--- config.mk ---
export PLATFORM = sky130hd
export DESIGN_NAME = vc_writeback_queue
export DESIGN_NICKNAME = d
export VERILOG_FILES = /design/src/rtl/vc_writeback_queue.sv
export SDC_FILE = /design/constraint.sdc
export NUM_CORES = 1
export LEC_CHECK = 0
export ABC_AREA = 1
export BUFFER_PORTS_ARGS = -buffer_cell sky130_fd_sc_hd__buf_2
export CORE_ASPECT_RATIO = 1.25
export CORE_MARGIN = 3
export CORE_UTILIZATION = 59
export DETAILED_ROUTE_END_ITERATION = 16
export GPL_TIMING_DRIVEN = 1
export PLACE_DENSITY_LB_ADDON = 0.05
export REMOVE_ABC_BUFFERS = 1
export SLEW_MARGIN = 0
export SYNTH_ARGS = -nofsm -noshare
export SYNTH_HDL_FRONTEND = slang
export SYNTH_SLANG_ARGS = --single-unit
--- constraint.sdc ---
create_clock -name clk -period 13.2 [get_ports clk]
set_input_delay 2.64 -clock clk [delete_from_list [all_inputs] [get_ports clk]]
set_output_delay 2.64 -clock clk [all_outputs]
set_load 0.02 [all_outputs]
--- src/rtl/vc_writeback_queue.sv ---
// Victim-cache writeback queue: keeps dirty (M) victims in FIFO order and streams each
// line to the L2 writeback channel as NUM_BEATS beats; a registered snoop flags pending lines.
module vc_writeback_queue #(
  parameter int ADDR_WIDTH = 36,
  parameter int LINE_WIDTH = 128,
  parameter int BEAT_WIDTH = 64,
  parameter int DEPTH      = 4,
  parameter int MESI_WIDTH = 2,
  parameter logic [MESI_WIDTH-1:0] MESI_M = 2'b11
) (
  input  logic                  clk,
  input  logic                  rst_n,
  input  logic                  enq_val_i,
  input  logic [ADDR_WIDTH-1:0] enq_addr_i,
  input  logic [LINE_WIDTH-1:0] enq_data_i,
  input  logic [MESI_WIDTH-1:0] enq_mesi_i,
  output logic                  full_o,
  output logic                  overflow_o,
  output logic                  wb_val_o,
  input  logic                  wb_ready_i,
  output logic [ADDR_WIDTH-1:0] wb_addr_o,
  output logic [BEAT_WIDTH-1:0] wb_data_o,
  output logic                  wb_last_o,
  input  logic                  check_val_i,
  input  logic [ADDR_WIDTH-1:0] check_addr_i,
  output logic                  pending_hit_o
);
  localparam int NUM_BEATS = LINE_WIDTH / BEAT_WIDTH;
  localparam int PW = $clog2(DEPTH);
  localparam int CW = $clog2(DEPTH + 1);
  localparam int BW = (NUM_BEATS > 1) ? $clog2(NUM_BEATS) : 1;
  localparam logic [CW-1:0] FULL_CNT  = CW'(DEPTH);
  localparam logic [BW-1:0] LAST_BEAT = BW'(NUM_BEATS - 1);

  typedef enum logic {IDLE, SEND} state_t;

  state_t                                 state;
  logic [ADDR_WIDTH-1:0]                  mem_addr [DEPTH];
  logic [NUM_BEATS-1:0][BEAT_WIDTH-1:0]   mem_data [DEPTH];
  logic [PW-1:0]                          head, tail, off;
  logic [CW-1:0]                          count, count_nxt;
  logic [BW-1:0]                          beat;
  logic                                   is_dirty, enq_acc, fire, pop, hit_q, hit_enq;

  assign full_o    = (count == FULL_CNT);
  assign is_dirty  = enq_val_i && (enq_mesi_i == MESI_M);
  // No bypass: space freed by a same-cycle pop is not visible to the enqueue.
  assign enq_acc   = is_dirty && !full_o;
  assign wb_val_o  = (state == SEND);
  assign wb_last_o = wb_val_o && (beat == LAST_BEAT);
  assign wb_addr_o = mem_addr[head];
  assign wb_data_o = mem_data[head][beat];
  assign fire      = wb_val_o && wb_ready_i;
  assign pop       = fire && wb_last_o;
  assign count_nxt = count + CW'(enq_acc) - CW'(pop);
  assign hit_enq   = enq_acc && (enq_addr_i == check_addr_i);

  // Live entries are those within count of head; the entry retiring this cycle is excluded.
  always_comb begin
    hit_q = 1'b0;
    off   = '0;
    for (int i = 0; i < DEPTH; i++) begin
      off = PW'(i) - head;
      if ((CW'(off) < count) && !(pop && (PW'(i) == head)) && (mem_addr[i] == check_addr_i))
        hit_q = 1'b1;
    end
  end

  always_ff @(posedge clk) begin
    if (enq_acc) begin
      mem_addr[tail] <= enq_addr_i;
      mem_data[tail] <= enq_data_i;
    end
  end

  always_ff @(posedge clk) begin
    if (!rst_n) begin
      state         <= IDLE;
      head          <= '0;
      tail          <= '0;
      count         <= '0;
      beat          <= '0;
      overflow_o    <= 1'b0;
      pending_hit_o <= 1'b0;
    end else begin
      if (enq_acc) tail <= tail + PW'(1);
      if (pop)     head <= head + PW'(1);
      count <= count_nxt;
      if (is_dirty && full_o) overflow_o <= 1'b1;
      pending_hit_o <= check_val_i && (hit_q || hit_enq);
      case (state)
        IDLE: begin
          beat <= '0;
          if (count != '0) state <= SEND;
        end
        SEND: begin
          if (fire) begin
            if (wb_last_o) begin
              beat <= '0;
              if (count_nxt == '0) state <= IDLE;
            end else begin
              beat <= beat + BW'(1);
            end
          end
        end
        default: state <= IDLE;
      endcase
    end
  end
endmodule
# Word level (Yosys, flattened, before mapping)
# Memory sizes are Yosys's and may differ from the RTL's. A register that Yosys moved wholly into a read port is not among the register bits.
# Cells that the tools add are included.
dict set report op_classes {
  n_addsub 9
  order_cmp 5
  n_eq_ne 11
  muxes 20
  bitwise_logic 1
  reduce_logical 29
}
# op n
set op_table {}
lappend op_table {{$eq 36x36->1} 5}
lappend op_table {{$mux 64} 2}
lappend op_table {{$logic_and 1x1->1} 20}
lappend op_table {{$lt 2x3->1} 4}
lappend op_table {{$mux 1} 12}
lappend op_table {{$mux 2} 4}
lappend op_table {{$logic_not 1->1} 5}
lappend op_table {{$add 2x1->2 const B} 2}
lappend op_table {{$eq 2x2->1 const A} 2}
lappend op_table {{$pmux 1 s2} 2}
lappend op_table {{$sub 1x2->2 const A} 2}
lappend op_table {{$sub 2x2->2 const A} 2}
lappend op_table {{$add 3x1->3} 1}
lappend op_table {{$eq 3x3->1 const B} 1}
lappend op_table {{$logic_not 3->1} 1}
lappend op_table {{$reduce_bool 3->1} 1}
lappend op_table {{$sub 3x1->3} 1}
lappend op_table {{$eq 1x2->1 const A} 1}
lappend op_table {{$eq 2x2->1 const B} 1}
lappend op_table {{$logic_not 2->1} 1}
lappend op_table {{$lt 1x2->1 const B} 1}
lappend op_table {{$ne 2x1->1 const B} 1}
lappend op_table {{$add 1x1->1 const B} 1}
lappend op_table {{$logic_or 1x1->1} 1}
lappend op_table {{$not 1->1} 1}
dict set report totals {
  reg_bits 11
  mem_bits_rw 656
  in_bits 207
  out_inout_bits 105
  wordCells 84
  mem_count 2
}
# memory depth word_bits read_ports rd_clocked_by_memory_dff wr line_no
set mem_list {}
lappend mem_list {mem_data 4 128 1 1 1 39} ;# logic [NUM_BEATS-1:0][BEAT_WIDTH-1:0] mem_data [DEPTH];
lappend mem_list {mem_addr 4 36 5 1 1 38} ;# logic [ADDR_WIDTH-1:0] mem_addr [DEPTH];

# Depth between registers and ports, before layout
dict set report depth {
  ltp_word 12
  ltp_mapped 14
  mapped_depth_nobuf 14
}

# Least setup slack after synthesis
# OpenSTA, ideal clock, no wires.
dict set report synth_path {
  kind {input port to flip-flop}
  start {input enq_val_i}
  end {memory mem_addr[0][0], enable pin}
  setup_ps 690
  arrival_time_ps 9810
  required_ps 12510
  setup_slack_ps 2700
  stages 4
  cell_sequence {nand3_1 > nor2_1 > inv_2 > nor2_1}
}
dict set report synth_between {
  elab_chain_cells 4
}
# item line_no
set synth_rtl {}
lappend synth_rtl {{start, declared} 13} ;# input logic enq_val_i,
lappend synth_rtl {{$logic_and 1x1->1} 46} ;# assign is_dirty = enq_val_i && (enq_mesi_i == MESI_M);
lappend synth_rtl {{$logic_and 1x1->1} 48} ;# assign enq_acc = is_dirty && !full_o;
lappend synth_rtl {{$mux 1} 70} ;# if (enq_acc) begin
lappend synth_rtl {{$mux 1 (not written as such)} 71} ;# mem_addr[tail] <= enq_addr_i;
lappend synth_rtl {{end, declared} 38}
# Every way passes these cells.

==> results_dict.tcl <==
set metrics [dict create \
    p_switching_mw 0.8918 \
    setup_violations 0 \
    coreArea_sq_um 47550 \
    max_slew_margin_pct 12.43 \
    hold-path-endpoint "beat" \
    cts_buffers 61 \
    max_cap_violations 0 \
    use_met1_pct 34.27 \
    syn_inst 2443 \
    clk_pin_slew_ns 0.06 \
    synth.area.top_cells "edfxtp_1, nor2_1, o21ai_0" \
    dp_hpwl_microns 40220 \
    drc 0 \
    rsz0062_at_grt "no" \
    cts.sinks 669 \
    post_cts_buffers 0 \
    final_util_pct 67.80 \
    fp.dieH_microns 252.2 \
    slew_violations 0 \
    initialDrtViolationCount 1343 \
    vias 19050 \
    viasPerCell 5.640 \
    cpMostUsedCell "buf_4" \
    fmax_mhz 140.5 \
    synth_top_area_share_pct 68.87 \
    cp_cell_sequence "inv_8 > buf_4 > buf_4 > o21ai_0 > o22ai_1 > nor2_1 > a31oi_1 > buf_2" \
    yosys_warnings 0 \
    grt_max_degree 243 \
    grt_pass1_wl_microns 103400 \
    worst_slew_pin_slew_ns 1.314 \
    pwr-share-comb_pct 5.0 \
    gp_congestion 0.8559 \
    switching_share_pct 20.79 \
    clkPwrFrac_pct 39.7 \
    ys.flop_type "edfxtp_1" \
    worst_path_largest_cell_delay_ns 0.86 \
    required_ns 10.56 \
    worstSetupPathType "flip-flop to output pin" \
    path_max_fanout 196 \
    track_usage_pct 26.14 \
    wl_microns 68440 \
    async_flop_share_pct 0 \
    grt_overflow 0 \
    clockRootBuffer "clkbuf_16" \
    dr.pass1.iters 5 \
    min_path_cells 1 \
    cts_tree "built" \
    first_global_vias 18640 \
    antenna_left 0 \
    die-area_sq_um 51180 \
    synth_edf_count 656 \
    use_met2_pct 43.80 \
    rrSetupSlack_ns 9.82 \
    r2r_start "count[1]" \
    drive_gt1_share_pct 15.58 \
    fin_setup_tns_ns 0 \
    ctsHtreeMaxLevel 2 \
    grt_use_met3_pct 5.719 \
    synth-seq-cells 669 \
    reg2reg_depth 8 \
    ys_seq_area_share_pct 69.78 \
    start_kind "flip-flop" \
    rows 89 \
    portBuffers 311 \
    period_share_pct 53.92 \
    hold_start "beat" \
    grt.busiest_layer "met2" \
    synth_area_sq_um 28600 \
    leakagePower_nw 11.66 \
    boundaryPins 312 \
    cts_resized 0 \
    status "finished, final reports clean" \
    post-route-min-period_ns 7.118 \
    final.setup_skew_ns 0.01512 \
    clk_latency_ns 0.62 \
    postSynthAreaPerCell_sq_um 11.71 \
    p_int_mw 3.398 \
    hold_class "flip-flop to flip-flop" \
    nets 2897 \
    synth_cell_types 29 \
    cp-end-kind "output pin" \
    power_frac_seq_pct 55.2 \
    die_w_microns 202.9 \
    start_util_pct 60.16 \
    cp_slowest_cell "inv_8" \
    power.density_nw_per_um2 133.1 \
    ir_drop_v 0.0001368 \
    hold_violations 0 \
    yosysTopAreaCell "edfxtp_1" \
    cts_buffer_depth 3 \
    holdBufCountCts 0 \
    antenna_found_initial 31 \
    reg2reg_to "mem_data[0][114]" \
    worstPathArrival_ns 4.48 \
    wl_per_cell_microns 20.27 \
    area_growth_pct 12.70 \
]
[power by group through the flow]
stage               clock network (mW)  logic [mW]  registers (mW)
floorplan                            0       0.106            2.42
global placement                     0       0.211            2.41
detailed placement                   0       0.216            2.41
CTS                               1.73       0.217            2.37
global route                      1.82       0.239            2.37
finish                            1.71       0.216            2.37
[cell usage in the layout, fill, tap and decap left out, types with 14 or more instances in the layout]
cell type and count:
nand3_1 19, inv_1 102, nand2_1 215, xor2_1 19, clkbuf_16 61, clkbuf_1 15, o21ai_0 303, edfxtp_1 656
o22ai_1 91, o21ai_1 37, buf_2 311, a21oi_1 25, nor2_1 591, diode_2 18, xnor2_1 110, a31oi_1 64
ha_1 14
[routing by layer]
metal	share of wire (%)	up-vias
li1	-	9018
met1	41	9325
met2	50	561
met3	6.7	117
met4	2.6	24
met5	0.25	-
[sequential cells by signal, summed over array words and instances, names as in the netlist, named ones only]
register       cells
wb_val_o           1
count              3
head               2
tail               2
beat               1
mem_data         512
pending_hit_o      1
overflow_o         1
mem_addr         144
[cells in the mapped netlist (all sizes together) (25+ instances only)]
cell type / number
o22ai: 91
a21oi: 25
inv: 106
edfxtp: 656
xnor2: 110
buf: 94
a31oi: 64
o21ai: 340
nor2: 595
nand2: 216
clkbuf: 64
[worst max-delay path: cells and delay by family, from the launching register on]
kind / cells / cell delay (ns)
AOI/OAI and AO/OA: 3 / 0.59
buffers and inverters: 4 / 2.51
and+or+nand+nor: 1 / 0.06
DFF: 1 / 0.58
[cell type report]
type                    count  area, sq um
clock buffers              76         1583
clock inverters            34        325.3
diodes                     18        45.04
flip-flops and latches    669        19970
well taps                 637        797.0
fillers                  3570        15310
multi-input cells        1510         7393
inverters                 106        412.9
repair buffers            327         1714
[worst max-delay path by stage]
stage	startpoint	end
final	flip-flop	wb_data_o[45]
after global routing	flip-flop	wb_data_o[45]
after CTS	flip-flop	wb_data_o[45]
after detailed placement	flip-flop	wb_data_o[45]
after global placement	flip-flop	wb_data_o[45]
after floorplan	flip-flop	wb_addr_o[11]
[through the flow]
stage | cell area (sq um) | hold WS (ns) | instances | setup slack [ns] | power (mW)
after floorplan | 27720 | 0.4466 | 2285 | -0.3996 | 2.526
after global placement | 30280 | 0.4685 | 3249 | 6.742 | 2.624
after detailed placement | 30280 | 0.4985 | 3249 | 6.667 | 2.630
after CTS | 32190 | 0.5177 | 3359 | 5.999 | 4.320
after global routing | 32230 | 0.5626 | 3373 | 5.674 | 4.425
final | 32240 | 0.5185 | 3377 | 6.082 | 4.290
[logic make-up (layout without fill, tap and decap cells)]
logic type | count (synthesis) | after routing | share of synthesized area (%)
simple gates | 843 | 843 | 11.25
flops | 669 | 669 | 69.78
compound gates | 523 | 523 | 9.855
buf+inv | 264 | 543 | 4.479
xor+xnor | 129 | 129 | 3.950
fa+ha+maj | 15 | 15 | 0.6824
other cells | 0 | 18 | 0
(Power assumes the default switching activity.)
